### src/rtl/core_sequencer.sv
// core_sequencer: multi-cycle control FSM for an RV32I core.
// It steps each instruction through FETCH, DECODE, EXEC, optional MEM,
// and WB. Instruction fetch and load/store share one bus port.
// A bus wait that runs too long, or an illegal opcode, puts the FSM
// into a sticky FAULT state. The FSM also counts retired instructions.
module core_sequencer #(
  parameter int BUS_TIMEOUT = 16,
  parameter int CNT_W       = 32
) (
  input  logic             clk,
  input  logic             rst_n,
  input  logic             start,
  input  logic             halt_req,
  input  logic             clear_fault,
  input  logic [1:0]       dec_mem_op,
  input  logic             dec_reg_we,
  input  logic             dec_illegal,
  input  logic             bus_ready,
  output logic             bus_req,
  output logic             bus_we,
  output logic             bus_addr_sel,
  output logic             ir_we,
  output logic             mem_data_we,
  output logic             rf_we,
  output logic             pc_we,
  output logic             busy,
  output logic [2:0]       state,
  output logic [1:0]       fault_code,
  output logic [CNT_W-1:0] instret
);

  // The wait counter must be wide enough to hold the limit value itself.
  localparam int TO_W = (BUS_TIMEOUT < 2) ? 1 : $clog2(BUS_TIMEOUT + 1);

  localparam logic [1:0] FC_NONE    = 2'd0;
  localparam logic [1:0] FC_ILLEGAL = 2'd1;
  localparam logic [1:0] FC_TIMEOUT = 2'd2;

  typedef enum logic [2:0] {
    S_IDLE   = 3'd0,
    S_FETCH  = 3'd1,
    S_DECODE = 3'd2,
    S_EXEC   = 3'd3,
    S_MEM    = 3'd4,
    S_WB     = 3'd5,
    S_FAULT  = 3'd6
  } state_t;

  state_t           cur_state;
  state_t           nxt_state;
  logic [TO_W-1:0]  to_cnt;
  logic             store_op;
  logic [1:0]       fault_r;
  logic [CNT_W-1:0] instret_r;
  logic             bus_phase;
  logic             mem_access;
  logic             bus_wait;
  logic             timeout_hit;

  // Classify the decoded memory op and detect a bus wait that reaches the limit.
  // A ready on the limit cycle is not a wait, so the ready wins.
  always_comb begin
    bus_phase   = (cur_state == S_FETCH) || (cur_state == S_MEM);
    mem_access  = (dec_mem_op == 2'b01) || (dec_mem_op == 2'b10);
    bus_wait    = bus_phase && !bus_ready;
    timeout_hit = (BUS_TIMEOUT != 0) && bus_wait &&
                  ((int'(to_cnt) + 1) >= BUS_TIMEOUT);
  end

  // State register; an asynchronous reset drops any bus request immediately.
  always_ff @(posedge clk or negedge rst_n) begin
    if (!rst_n) begin
      cur_state <= S_IDLE;
    end else begin
      cur_state <= nxt_state;
    end
  end

  // Bus wait counter: it restarts on each new bus phase and saturates,
  // so it cannot wrap while the timeout is disabled.
  always_ff @(posedge clk or negedge rst_n) begin
    if (!rst_n) begin
      to_cnt <= '0;
    end else if ((nxt_state != cur_state) &&
                 ((nxt_state == S_FETCH) || (nxt_state == S_MEM))) begin
      to_cnt <= '0;
    end else if (bus_wait && (to_cnt != {TO_W{1'b1}})) begin
      to_cnt <= to_cnt + TO_W'(1);
    end
  end

  // Latch the store/load direction in EXEC so that bus_we is a pure
  // state decode for the whole MEM phase.
  always_ff @(posedge clk or negedge rst_n) begin
    if (!rst_n) begin
      store_op <= 1'b0;
    end else if (cur_state == S_EXEC) begin
      store_op <= (dec_mem_op == 2'b10);
    end
  end

  // Fault code: it is set on the same edge that enters FAULT and cleared
  // on the same edge that leaves FAULT.
  always_ff @(posedge clk or negedge rst_n) begin
    if (!rst_n) begin
      fault_r <= FC_NONE;
    end else if ((cur_state == S_DECODE) && dec_illegal) begin
      fault_r <= FC_ILLEGAL;
    end else if (timeout_hit) begin
      fault_r <= FC_TIMEOUT;
    end else if ((cur_state == S_FAULT) && clear_fault) begin
      fault_r <= FC_NONE;
    end
  end

  // Retired-instruction counter: it advances once per WB cycle and wraps
  // naturally. It only counts instructions that reach WB.
  always_ff @(posedge clk or negedge rst_n) begin
    if (!rst_n) begin
      instret_r <= '0;
    end else if (cur_state == S_WB) begin
      instret_r <= instret_r + CNT_W'(1);
    end
  end

  // Next-state logic and state-decoded strobes. ir_we and mem_data_we
  // also qualify on bus_ready, and rf_we follows dec_reg_we in WB.
  always_comb begin
    nxt_state    = cur_state;
    bus_req      = 1'b0;
    bus_we       = 1'b0;
    bus_addr_sel = 1'b0;
    ir_we        = 1'b0;
    mem_data_we  = 1'b0;
    rf_we        = 1'b0;
    pc_we        = 1'b0;
    case (cur_state)
      S_IDLE: begin
        if (start) nxt_state = S_FETCH;
      end
      S_FETCH: begin
        bus_req = 1'b1;
        ir_we   = bus_ready;
        if (bus_ready)        nxt_state = S_DECODE;
        else if (timeout_hit) nxt_state = S_FAULT;
      end
      S_DECODE: begin
        nxt_state = dec_illegal ? S_FAULT : S_EXEC;
      end
      S_EXEC: begin
        nxt_state = mem_access ? S_MEM : S_WB;
      end
      S_MEM: begin
        bus_req      = 1'b1;
        bus_addr_sel = 1'b1;
        bus_we       = store_op;
        mem_data_we  = bus_ready && !store_op;
        if (bus_ready)        nxt_state = S_WB;
        else if (timeout_hit) nxt_state = S_FAULT;
      end
      S_WB: begin
        rf_we     = dec_reg_we;
        pc_we     = 1'b1;
        nxt_state = halt_req ? S_IDLE : S_FETCH;
      end
      S_FAULT: begin
        if (clear_fault) nxt_state = S_IDLE;
      end
      default: nxt_state = S_IDLE;
    endcase
  end

  // Status outputs are straight decodes of the registered state.
  always_comb begin
    busy       = (cur_state != S_IDLE) && (cur_state != S_FAULT);
    state      = cur_state;
    fault_code = fault_r;
    instret    = instret_r;
  end

endmodule

### config.mk
export PLATFORM = sky130hd
export DESIGN_NAME = core_sequencer
export DESIGN_NICKNAME = d
export VERILOG_FILES = /design/src/rtl/core_sequencer.sv
export SDC_FILE = /design/constraint.sdc
export NUM_CORES = 1
export LEC_CHECK = 0
export ABC_CLOCK_PERIOD_IN_PS = 4600
export CAP_MARGIN = 20
export CORE_AREA = 3 3 141 75
export DETAILED_ROUTE_END_ITERATION = 12
export DIE_AREA = 0 0 144 78
export GPL_TIMING_DRIVEN = 0
export PLACE_DENSITY = 0.5
export SYNTH_ARGS = -nofsm -noshare
export SYNTH_HDL_FRONTEND = slang
export SYNTH_SLANG_ARGS = --single-unit
### constraint.sdc
create_clock -name clk -period 4.6 [get_ports clk]
set_input_delay 1.15 -clock clk [delete_from_list [all_inputs] [get_ports clk]]
set_output_delay 1.15 -clock clk [all_outputs]
set_load 0.03 [all_outputs]
==> results.txt, run 1 <==
----------------------------------------------------
[Cells and area]
  Final standard cell utilization of the core ... 0.329
  Storage element area ... 1080 um^2
  Diodes inserted ... 0
  Most frequent standard cell in the layout excluding fill and tap cells ... sky130_fd_sc_hd__clkdlybuf4s50_1
  Most frequent cells in the layout ... sky130_fd_sc_hd__clkdlybuf4s50_1, sky130_fd_sc_hd__dfrtp_1, sky130_fd_sc_hd__xnor2_1, sky130_fd_sc_hd__nand2_1, sky130_fd_sc_hd__nand3_1
  Total number of nets in the final design ... 276
  Fraction of layout cells with a size suffix above 1 ... 0.122
  Post-Layout Inst Area ... 3070 um^2
  Layout area overhead ... 38.1%
  Combined area of the multi-input logic cells ... 1090 um^2
  Number of filler instances in the final layout ... 938
  Final cell count without fillers ... 384

[Min path]
  Worst hold-check path type ... reg -> reg

[Floorplanning]
  Row count ... 25
  Area of the die ... 11200 um^2
  Starting density of the core ... 0.238
  Vertical extent of the die ... 78 um
  Horiz. Die Dim ... 144 um
  Placeable Area ... 9350 um^2
  Count of boundary I/O pins ... 55

[Setup path]
  Setup CP Type ... in -> out
  Crit start category ... input port
  Crit. End Element ... primary output
  Arrival time of the worst setup path ... 2.41 ns
  Endpoint required time on the critical path ... 3.45 ns
  Maximum fanout along the worst path ... 1

[Global route]
  First-pass GRT wire length ... 8.77 mm
  Number of global-route vias before repair ... 1709
  Remaining global-route overflow ... 0
  Antenna violations before repair ... 0
  Pin count of the biggest net entering global routing ... 37
  Overall fraction of global-route tracks in use ... 0.0983

[Clock network]
  Clock sink total ... 43
  TritonCTS clock tree ... done
  Number of buffers on the longest clock path ... 2
  Insertion delay to the later sink of the worst-skew pair ... 0.29 ns
  Number of cells upsized or downsized after cts ... 0
  Count of hold buffers inserted by post-cts repair ... 0
  CTS Buf Count ... 5
  CTS root buffer ... sky130_fd_sc_hd__clkbuf_16
  Clock transition time at the flip-flop clock pins of the worst setup and hold paths ... 0.07 ns
  CTS H-Tree Depth ... 2
  Postcts setup bufs ... 0

[Status]
  Outcome ... finished clean

[Power and ir drop]
  Switching power as a share of total power ... 0.377
  Combinational group share of total power ... 0.393
  Register share of total power ... 0.341
  Worst IR Drop VDD ... 0.180 mV
  PwrDens ... 446 nW/um^2
  Power spent charging and discharging nets ... 0.000516 W
  Static leakage ... 1.28 nW
  Clock share of power ... 0.266
  Internal portion of total power ... 0.000854 W

[Detailed routing]
  Initial DRC Count ... 105
  Detail-routed via count per cell ... 4.39
  Residual DRC ... 0
  Via count ... 1685
  Routed WL ... 5.20 mm
  Total iterations of the first detailed-routing run ... 4
  Routed wire length per instance ... 13.5 um
  Number of nets still failing antenna checks after routing ... 0

[STA]
  Achievable clock frequency ... 281 MHz
  Worst setup skew after layout ... 0.00734 ns
  Final setup viols ... 0
  Slew @ Worst Pin ... 0.552 ns
  RSZ-0062 raised after global routing ... false
  Relative slew margins ... 0.629
  Fin. max-slew vios ... 0
  Total negative slack for setup checks ... 0 ns
  Final period util ... 0.775
  Final Hold Vio Count ... 0
  Minimum period implied by the final worst setup slack ... 3.56 ns

[Place]
  Half-perimeter wire length after placement ... 3.89 mm
  Cell area after placement ... 2920 um^2
  Placed cell count ... 376
  Placer's final routability congestion estimate ... 0.730
  Quantity of I/O buffers inserted on ports ... 53

[Logic synthesis]
  #FFs+latches synth ... 43
  Average size of a mapped cell ... 11.1 um^2
  Yosys synthesis warning count ... 0
  Post-synth cell types ... 50
  Proportion of synthesized chip area in sequential cells ... 0.484
  Number of nets produced by synthesis ... 215
  Gate count of the mapped netlist ... 201
  Mapped Area ... 2220 um^2

[Job]
  Number of maximum-capacitance violations ... 0

----------------------------------------------------
==> registers in the layout (all words and copies together) (netlist names) <==
register,count
fault_code,2
instret,32
state,3
store_op,1
to_cnt,5
==> layer usage <==
metal	share of wire	track usage	vias to the layer above
li1	-	-	830
met1	0.46	0.126	824
met2	0.49	0.163	26
met3	0.033	0.0246	5
met4	0.012	0.0310	0
met5	0	0	-
==> layout make-up <==
cell class              count  share of cell area
multi-input cells         147               0.355
flip-flops and latches     43               0.350
repair buffers             54               0.178
well taps                 121              0.0493
clock buffers               5              0.0407
plain buffers               5              0.0118
clock inverters             3             0.00855
inverters                   6             0.00733
==> synth_stat cells, drive strengths merged <==
cell,n,share of area
a21oi,3,0.0067
nor2b,1,0.0028
a2111o,1,0.0051
nand3b,1,0.0034
o21ai,4,0.0090
or3,3,0.011
buf,5,0.016
nor3b,1,0.0034
nor4b,1,0.0039
nand3,14,0.037
o221a,1,0.0051
o32a,1,0.0045
a31o,1,0.0039
a211oi,1,0.0034
and2,2,0.0056
or2,2,0.0056
nor4,4,0.034
xor2,10,0.039
nor3,10,0.027
and4,2,0.0079
mux2,1,0.0051
and4b,2,0.0096
ha,4,0.022
nand2,17,0.029
or3b,1,0.0039
a211o,1,0.0039
mux2i,2,0.0090
o31ai,1,0.0034
o221ai,1,0.0039
and3,6,0.017
dfrtp,43,0.48
nand4,5,0.017
nand2b,3,0.0084
o21a,2,0.0067
nor2,11,0.019
o32ai,1,0.0073
nor4bb,1,0.0045
inv,6,0.010
xnor2,25,0.10
==> power by group through the flow <==
| stage | Sequential [W] | Clock, W | Combinational, W |
|---|---|---|---|
| after floorplan | 0.000528 | 0 | 0.000301 |
| after global placement | 0.000474 | 0 | 0.000537 |
| after detailed placement | 0.000475 | 0 | 0.000543 |
| after CTS | 0.000468 | 0.000381 | 0.000545 |
| after global routing | 0.000477 | 0.000402 | 0.000574 |
| final | 0.000468 | 0.000364 | 0.000539 |
==> per-stage QoR <==
step | setup slack (ns) | hold WS, ns | total power [W]
2_1_floorplan | 1.09 | 0.493 | 0.000829
3_3_place_gp | 1.04 | 0.470 | 0.00101
3_5_place_dp | 1.03 | 0.469 | 0.00102
4_1_cts | 1.02 | 0.483 | 0.00139
5_1_grt | 0.993 | 0.493 | 0.00145
6_report | 1.04 | 0.481 | 0.00137
==> critical path, stage by stage <==
cell                              delay, ns
sky130_fd_sc_hd__clkdlybuf4s50_1       0.46
sky130_fd_sc_hd__and3_1                0.14
sky130_fd_sc_hd__clkdlybuf4s50_1       0.66
==> logic make-up after synthesis <==
logic type,share of synthesized area
flops,0.484
mux,0.0141
simple gates,0.249
fa+ha+maj,0.0225
buf+inv,0.0264
compound gates,0.0630
xor+xnor,0.141
==> path summary, 6_finish.rpt <==
path / from / to / slack, ns / cells past startpoint
worst max-delay path: dec_reg_we / rf_we / 1.04 / 3
worst min-delay path: instret[31] / instret[31] / 0.48 / 1
worst max register to register: to_cnt[0] / to_cnt[0] / 2.36 / 7
worst min register to register: instret[31] / instret[31] / 0.48 / 1
max in group asynchronous: rst_n / instret[10] / 3.44 / 2
min in group asynchronous: rst_n / to_cnt[1] / 0.70 / 1
Power figures use the tool's default switching activity.
==> run 2, diff against run 1 <==
--- a/config.mk
+++ b/config.mk
@@ -5,7 +5,7 @@
 export SDC_FILE = /design/constraint.sdc
 export NUM_CORES = 1
 export LEC_CHECK = 0
-export ABC_CLOCK_PERIOD_IN_PS = 4600
+export ABC_CLOCK_PERIOD_IN_PS = 3300
 export CAP_MARGIN = 20
 export CORE_AREA = 3 3 141 75
 export DETAILED_ROUTE_END_ITERATION = 12
==> constraint.sdc (replaced) <==
create_clock -name clk -period 3.3 [get_ports clk]
set_input_delay 0.825 -clock clk [delete_from_list [all_inputs] [get_ports clk]]
set_output_delay 0.825 -clock clk [all_outputs]
set_load 0.03 [all_outputs]
==> results of run 2 <==
The final DEF is identical to that of run 1. Status: finished clean.
Among the figures that moved: setup slack after placement 1.03 ns -> 0.378 ns; clock-pin slew on the worst setup and hold paths 0.07 ns -> 0.06 ns; setup slack after layout 1.04 ns -> 0.378 ns; hold slack 0.481 ns -> 0.380 ns; start point of the critical path dec_reg_we -> state[1]; end point of the critical path rf_we -> pc_we; register-to-register setup slack 2.36 ns -> 1.06 ns; total power 0.00137 W -> 0.00191 W; worst IR drop on VDD 0.180 mV -> 0.251 mV
